**src/rtl/prog_loader.sv**
```systemverilog
// Program loader: streams host instruction words into instruction memory, then
// launches the core and times its run until the PC hits a halt address or a cycle limit.
module prog_loader #(
    parameter int INSTR_W      = 9,
    parameter int ADDR_W       = 8,
    parameter int START_CYCLES = 2,
    parameter int MAX_CYCLES   = 65535
) (
    input  logic               CLK,
    input  logic               Reset,
    input  logic               Begin,
    input  logic [ADDR_W-1:0]  BaseAddr,
    input  logic [ADDR_W:0]    Len,
    input  logic [ADDR_W-1:0]  LaunchAddr,
    input  logic [ADDR_W-1:0]  HaltPC,
    input  logic               InValid,
    input  logic [INSTR_W-1:0] InData,
    output logic               InReady,
    output logic               WrEn,
    output logic [ADDR_W-1:0]  WrAddr,
    output logic [INSTR_W-1:0] WrData,
    input  logic [ADDR_W-1:0]  PC,
    output logic               Start,
    output logic [ADDR_W-1:0]  Start_Addr,
    output logic               Busy,
    output logic               Done,
    output logic               Timeout,
    output logic [15:0]        CycleCount
);

    localparam int SC_W = (START_CYCLES > 1) ? $clog2(START_CYCLES) : 1;

    typedef enum logic [2:0] {IDLE, LOAD, START, RUN, DONE} state_t;

    state_t            state, nextState;
    logic [ADDR_W-1:0] baseReg, haltReg;
    logic [ADDR_W:0]   lenReg, idx;
    logic [SC_W-1:0]   startCnt;
    logic [15:0]       cntNext;
    logic              beginOk, xfer, lastWord, startLast, haltHit, timeHit;

    assign beginOk   = Begin && (state == IDLE || state == DONE);
    assign xfer      = InValid && InReady;
    assign lastWord  = xfer && ((idx + 1'b1) == lenReg);
    assign startLast = (startCnt == SC_W'(START_CYCLES - 1));
    assign cntNext   = (CycleCount == 16'hFFFF) ? CycleCount : CycleCount + 16'd1;
    assign haltHit   = (PC == haltReg);
    // Limit is checked against the count including the current cycle.
    assign timeHit   = (cntNext >= 16'(MAX_CYCLES));

    always_ff @(posedge CLK) begin
        if (Reset) state <= IDLE;
        else       state <= nextState;
    end

    always_comb begin
        nextState = state;
        InReady   = 1'b0;
        Start     = 1'b0;
        Busy      = 1'b0;
        Done      = 1'b0;
        case (state)
            IDLE, DONE: begin
                Done = (state == DONE);
                if (Begin) nextState = (Len == '0) ? START : LOAD;
            end
            LOAD: begin
                InReady = 1'b1;
                Busy    = 1'b1;
                if (lastWord) nextState = START;
            end
            START: begin
                Start = 1'b1;
                Busy  = 1'b1;
                if (startLast) nextState = RUN;
            end
            RUN: begin
                Busy = 1'b1;
                if (haltHit || timeHit) nextState = DONE;
            end
            default: nextState = IDLE;
        endcase
    end

    always_ff @(posedge CLK) begin
        if (Reset) begin
            baseReg    <= '0;
            haltReg    <= '0;
            lenReg     <= '0;
            idx        <= '0;
            startCnt   <= '0;
            WrEn       <= 1'b0;
            WrAddr     <= '0;
            WrData     <= '0;
            Start_Addr <= '0;
            Timeout    <= 1'b0;
            CycleCount <= '0;
        end else begin
            WrEn <= 1'b0;
            if (beginOk) begin
                baseReg    <= BaseAddr;
                lenReg     <= Len;
                haltReg    <= HaltPC;
                Start_Addr <= LaunchAddr;
                idx        <= '0;
                Timeout    <= 1'b0;
            end
            if (state == LOAD && xfer) begin
                WrEn   <= 1'b1;
                WrAddr <= baseReg + idx[ADDR_W-1:0];
                WrData <= InData;
                idx    <= idx + 1'b1;
            end
            if (nextState == START && state != START) begin
                startCnt   <= '0;
                CycleCount <= '0;
            end else if (state == START) begin
                startCnt <= startCnt + 1'b1;
            end
            // Halt takes priority over timeout in the same cycle.
            if (state == RUN) begin
                CycleCount <= cntNext;
                if (!haltHit && timeHit) Timeout <= 1'b1;
            end
        end
    end

endmodule

```
**config.mk**
```make
export PLATFORM = sky130hd
export DESIGN_NAME = prog_loader
export DESIGN_NICKNAME = d
export VERILOG_FILES = /design/src/rtl/prog_loader.sv
export SDC_FILE = /design/constraint.sdc
export NUM_CORES = 1
export LEC_CHECK = 0
export ABC_AREA = 1
export BUFFER_PORTS_ARGS = -buffer_cell sky130_fd_sc_hd__buf_2
export CELL_PAD_IN_SITES_DETAIL_PLACEMENT = 0
export CELL_PAD_IN_SITES_GLOBAL_PLACEMENT = 1
export CORE_UTILIZATION = 35
export DETAILED_ROUTE_END_ITERATION = 8
export PLACE_DENSITY = 0.7
export SYNTH_ARGS = -nofsm -noshare
export SYNTH_HDL_FRONTEND = slang
export SYNTH_SLANG_ARGS = --single-unit
```
**constraint.sdc**
```tcl
create_clock -name CLK -period 2.1 [get_ports CLK]
set_clock_uncertainty 0.05 [all_clocks]
set_input_delay 0.42 -clock CLK [delete_from_list [all_inputs] [get_ports CLK]]
set_output_delay 0.42 -clock CLK [all_outputs]
set_load 0.03 [all_outputs]
```
== Word-level counts from Yosys, hierarchy flattened ==
Index checks and enable logic that the tools add are counted.

* Register bits after elaboration: 81
* Bits in latches: 0
* Bits in writable memories: 0
* Bits in read-only memories: 0
* Output and inout bits: 47
* Memories kept: 0

* Add/subtract/negate cells: 4
* Multipliers: 0
* Div/mod/pow operators: 0
* Magnitude comparators: 1
* Equality and inequality tests: 9
* Shift operators: 0
* Muxes and demuxes: 19
* Bitwise gates (word level): 0
* Reductions and logical operators: 16

{| class="wikitable"
|+ Operators with widths
! operator !! number
|-
| 2-to-1 mux 16 bit || 3
|-
| 2-to-1 mux 9 bit || 2
|-
| adder 16 x 1 -> 16 bit (second input constant) || 1
|-
| == test 16 bit (second input constant) || 1
|-
| >= comparator 16 bit (second input constant) || 1
|-
| 2-to-1 mux 3 bit || 4
|-
| case mux 3 bit (4 select lines) || 1
|-
| adder 9 x 1 -> 9 bit (second input constant) || 1
|-
| == test 3 x 2 -> 1 bit (second input constant) || 3
|-
| == test 9 bit || 1
|-
| logical NOT 9 bit || 1
|-
| adder 8 bit || 1
|-
| == test 8 bit || 1
|-
| 2-to-1 mux 1 bit || 8
|-
| logical AND 1 bit || 6
|-
| nonzero test 2 bit || 2
|-
| OR reduction 2 bit || 2
|-
| == test 3 x 1 -> 1 bit (second input constant) || 1
|-
| == test 3 bit (second input constant) || 1
|-
| logical NOT 3 bit || 1
|-
| inequality test 3 x 2 -> 1 bit (second input constant) || 1
|-
| OR reduction 3 bit || 1
|-
| logical OR 1 bit || 2
|-
| 2-to-1 mux 2 bit || 1
|-
| other kinds (2) || 2
|}

== Logic depth before layout (Yosys ltp) ==
* Word-level depth: 10
* Depth in mapped cells: 15

== Worst setup path after synthesis ==
Ideal clock, no wire load.

* Path type: register to register
* From: register CycleCount[0]
* To: register state[0]
* Setup time: 0.109 ns
* Data arrival time: 1.928 ns
* Required time: 1.941 ns
* Setup slack: 0.013 ns
* Cell stages (with the launch flop): 15
* Buffers on the path: 0
* Cell sequence: dfxtp_1 > ha_1 > nand2_1 > nor2_2 > nand2_2 > nor2_4 > nand3_1 > nand2_1 > nand2_1 > nor2_2 > nand3_2 > nand2_1 > nand3_1 > nand2_1 > inv_1

* Word-level cells in the longest chain between the ends: 6
* Elaborated cells between the ends (all ways): 7
* Those cells by class: 1 x add/sub; 1 x order compare; 1 x eq/ne; 3 x mux; 1 x reduce/logical

{| class="wikitable"
|+ Ends and longest elaborated chain
! what !! RTL line !! text
|-
| from (decl) || 28 || <nowiki>output logic [15:0] CycleCount</nowiki>
|-
| from (signal assigned) || 122 || <nowiki>CycleCount <= cntNext;</nowiki>
|-
| adder 16 x 1 -> 16 bit or == test 16 bit (tied branches) || 46 || <nowiki>assign cntNext = (CycleCount == 16'hFFFF) ? CycleCount : CycleCount + 16'd1;</nowiki>
|-
| 2-to-1 mux 16 bit * || 46 ||
|-
| >= comparator 16 bit * || 49 || <nowiki>assign timeHit = (cntNext >= 16'(MAX_CYCLES));</nowiki>
|-
| logical OR 1 bit * || 79 || <nowiki>if (haltHit || timeHit) nextState = DONE;</nowiki>
|-
| 2-to-1 mux 3 bit * || 79 ||
|-
| case mux 3 bit (4 select lines) * || 62 || <nowiki>case (state)</nowiki>
|-
| to (signal assigned) || 53 || <nowiki>else state <= nextState;</nowiki>
|-
| to (decl) || 35 || <nowiki>state_t state, nextState;</nowiki>
|}

Every way passes the cells marked *; elsewhere a longest branch is shown, timed or not.
A chain may end at the register's enable or synchronous reset.

== Worst setup path in the final report ==
* From: register idx[0]
* To: register CycleCount[2]

* Word-level cells in the longest chain between the ends: 8

{| class="wikitable"
|+ Ends and longest elaborated chain
! what !! RTL line !! text
|-
| from (decl) || 37 || <nowiki>logic [ADDR_W:0] lenReg, idx;</nowiki>
|-
| from (signal assigned) || 112 || <nowiki>idx <= idx + 1'b1;</nowiki>
|-
| adder 9 x 1 -> 9 bit || 44 || <nowiki>assign lastWord = xfer && ((idx + 1'b1) == lenReg);</nowiki>
|-
| == test 9 bit || 44 ||
|-
| logical AND 1 bit || 44 ||
|-
| 2-to-1 mux 3 bit || 70 || <nowiki>if (lastWord) nextState = START;</nowiki>
|-
| case mux 3 bit (4 select lines) || 62 ||
|-
| == test 3 x 2 -> 1 bit || 114 || <nowiki>if (nextState == START && state != START) begin</nowiki>
|-
| logical AND 1 bit || 114 ||
|-
| nonzero test 2 bit (no source line) || - ||
|}

No other way between the ends.

==> impl_metrics.yaml <==
outcome:
  status: "completed"
clock_tree:
  htreeDepth: 3
  cts_buffer_depth: 2
  cts.sinks: 81
  cts_hold_buf: 0
  cts_root_buf: "clkbuf_16"
  cts_tree: "done"
  clk_latency_ps: 340
  path_clk_slew_ps: 70
  cts_buffers: 9
critical_path:
  crit_path_end_kind: "register"
  path_max_fanout: 8
  rr_worst_depth: 15
  r2r_start: "idx[0]"
  worstSetupStartpointType: "register"
  rrSetupSlack_ps: 60
  critPathRequiredTime_ps: 2260
  crit_arrival_ps: 2200
  reg2reg_to: "CycleCount[2]"
  critPathKind: "register to register"
synthesis:
  synth_cell_type_count: 33
  yosys-top-cells-area: "dfxtp_1 38%, nand2_1 9.7%, nor2_1 9.7%"
  syn_inst: 607
  yosysWarnings: 0
  synth_top_area_frac: 0.380
  synth_edf_count: 0
  synth_top_cell_by_area: "dfxtp_1"
  synthFlopType: "dfxtp_1"
  synthTopCellsByCount: "110 x nand2_1, 110 x nor2_1, 81 x dfxtp_1"
  seq_area_frac_synth: 0.380
  syn-num-nets: 671
  syn_avg_cell_area_um2: 7.04
  async_reset_ff_frac: 0
  ys_ff_latch: 81
  syn-cell-area_mm2: 0.00427
timing:
  setup_viol: 0
  hold_viol: 0
  drv_slew: 0
  period_needed_ps: 2040
  rsz0062_at_grt: "true"
  fin_crit_sh: 0.970
  fmax_mhz: 491
  max_slew_margin: 0.614
  setup_tns_ps: 0
  worstMarginPinSlew_ps: 578
floorplanning:
  die_w_um: 112
  rows: 39
  die_h_um: 112
  start_util: 0.366
  dieArea_mm2: 0.0126
  io_pins: 101
  coreArea_mm2: 0.0117
power_and_ir_drop:
  power_frac_comb: 0.131
  p_switching_mw: 1.03
  pwr_density_cell_mw_per_mm2: 703
  power.ir.vdd_worst_mv: 0.497
  p_int_mw: 3.01
  clockPowerShare: 0.456
  p_sw_frac: 0.255
  power_frac_seq: 0.413
  leakagePower_nw: 2.65
cells_and_area:
  syn_to_final_growth_pct: 34.5
  fillers: 1196
  nets: 798
  diodes: 0
  post-route-util: 0.493
  ff_latch_area_mm2: 0.00164
  drive_above_1_share: 0.306
  stdcell_count: 882
  multi_input_area_mm2: 0.00249
worst_hold_path:
  whs_endpoint: "baseReg[6]"
  worstHoldPathCells: 3
  hp-class: "primary input to register"
  holdCritStartpoint: "BaseAddr[6]"
drt:
  drt_iter0_drc: 282
  drc: 0
  firstDrtPassIters: 4
  ant_nets: 0
  wl_per_cell_um: 14.1
  vias_per_cell: 4.95
  routed_wl_mm: 12.5
  num_vias: 4365
placed_design:
  place.gp.congestion: 0.860
  place_inst: 849
  port_buffers: 100
  hpwl_mm: 8.62
global_routing:
  grt_pass1_wl_mm: 19.9
  grt_pass1_vias: 4061
  antenna_found_initial: 0
  grt_overflow: 0
  grt_usage: 0.199
  grt_max_degree: 47
flow_run:
  maxCapViolCount: 0
==> cells in the final DEF (no fill, tap or decap), drive strengths merged <==
cell type  count
a211oi         1
a21oi         41
a22oi          1
buf          138
bufinv         3
clkbuf        13
clkinv         1
clkinvlp       2
dfxtp         81
fa             1
ha             9
inv           50
nand2        114
nand3         37
nand3b         4
nand4         24
nor2         124
nor3           3
o211ai         2
o21ai         57
o221ai         1
o22ai          3
or2            4
xnor2         10
xnor3          1
xor2          14
==> stage by stage <==
step                      hold slack, ps  area (um2)  setup slack [ps]  total power, mW
after floorplan                      394        4270              13.4             2.02
after global placement               405        5040             -41.7             2.21
after detailed placement             408        5040             -50.5             2.22
after CTS                            237        5410              9.10             4.08
after global routing                 252        5750             -55.2             4.23
final                                250        5750              62.3             4.04
==> worst max-delay path: stages (launching register included) <==
cell	delay [ps]
dfxtp_4	370
ha_4	160
nand2_4	80
nor2_4	50
buf_4	140
inv_2	50
nand2_1	60
nand2_1	90
nand2_1	50
nor2_1	100
nand2_1	70
nor2_2	150
nand3_4	140
clkbuf_16	200
nand4_1	70
a21oi_1	70
==> how the worst max path moves through the flow <==
| stage | from | endpoint | slack, ps | cells past startpoint |
|---|---|---|---|---|
| global route | idx[2] | CycleCount[13] | -60 | 12 |
| detailed placement | CycleCount[1] | state[0] | -50 | 12 |
| CTS | CycleCount[1] | state[0] | 9 | 14 |
| global placement | CycleCount[0] | state[0] | -40 | 12 |
| finish | idx[0] | CycleCount[2] | 60 | 15 |
| floorplan | CycleCount[0] | state[0] | 10 | 14 |
==> cells by family (layout without fill, tap and decap cells) <==
logic type / Yosys count / in the layout / synth area share
and+or+nand+nor: 310 / 310 / 0.330
adders and majority gates: 10 / 10 / 0.0311
xor gates and xnor gates: 25 / 25 / 0.0545
AOI/OAI and AO/OA: 106 / 106 / 0.131
DFF: 81 / 81 / 0.380
buffers and inverters: 75 / 207 / 0.0735
==> per-layer routing <==
layer	up-vias	GRT usage	routed length (um)
li1	2244	-	-
met1	2002	0.274	6310
met2	105	0.301	5270
met3	14	0.0481	687
met4	0	0.0720	201
met5	-	0	0
==> power by group through the flow <==
stage	sequential [mW]	combinational, mW	clock (mW)
detailed placement	1.70	0.514	0
finish	1.67	0.529	1.84
CTS	1.67	0.517	1.89
global route	1.68	0.590	1.96
floorplan	1.77	0.257	0
global placement	1.70	0.511	0
==> what timing repair did <==
item / 4_1_cts / 5_1_grt
setup buffers: 3 / 12
gates resized for setup: 2 / 56
hold endpoints to repair: 0 / 0
endpoints found under the setup margin: 2 / 22
pin swaps: 1 / 21
cloned: 0 / 2
==> sequential cells by signal, indices dropped and copies added (netlist names), 3 cells and up <==
name / flops
CycleCount: 16
Start_Addr: 8
WrAddr: 8
WrData: 9
baseReg: 8
haltReg: 8
idx: 9
lenReg: 9
state: 3
==> layout make-up <==
class / instances / share of cell area
Clock buffer: 11 / 0.0422
Clock inverter: 5 / 0.0179
Inverter: 51 / 0.0340
Multi-Input combinational cell: 451 / 0.434
Sequential cell: 81 / 0.286
Tap cell: 143 / 0.0311
Timing Repair Buffer: 140 / 0.155
Note: power is estimated with default switching activity, not from simulation.
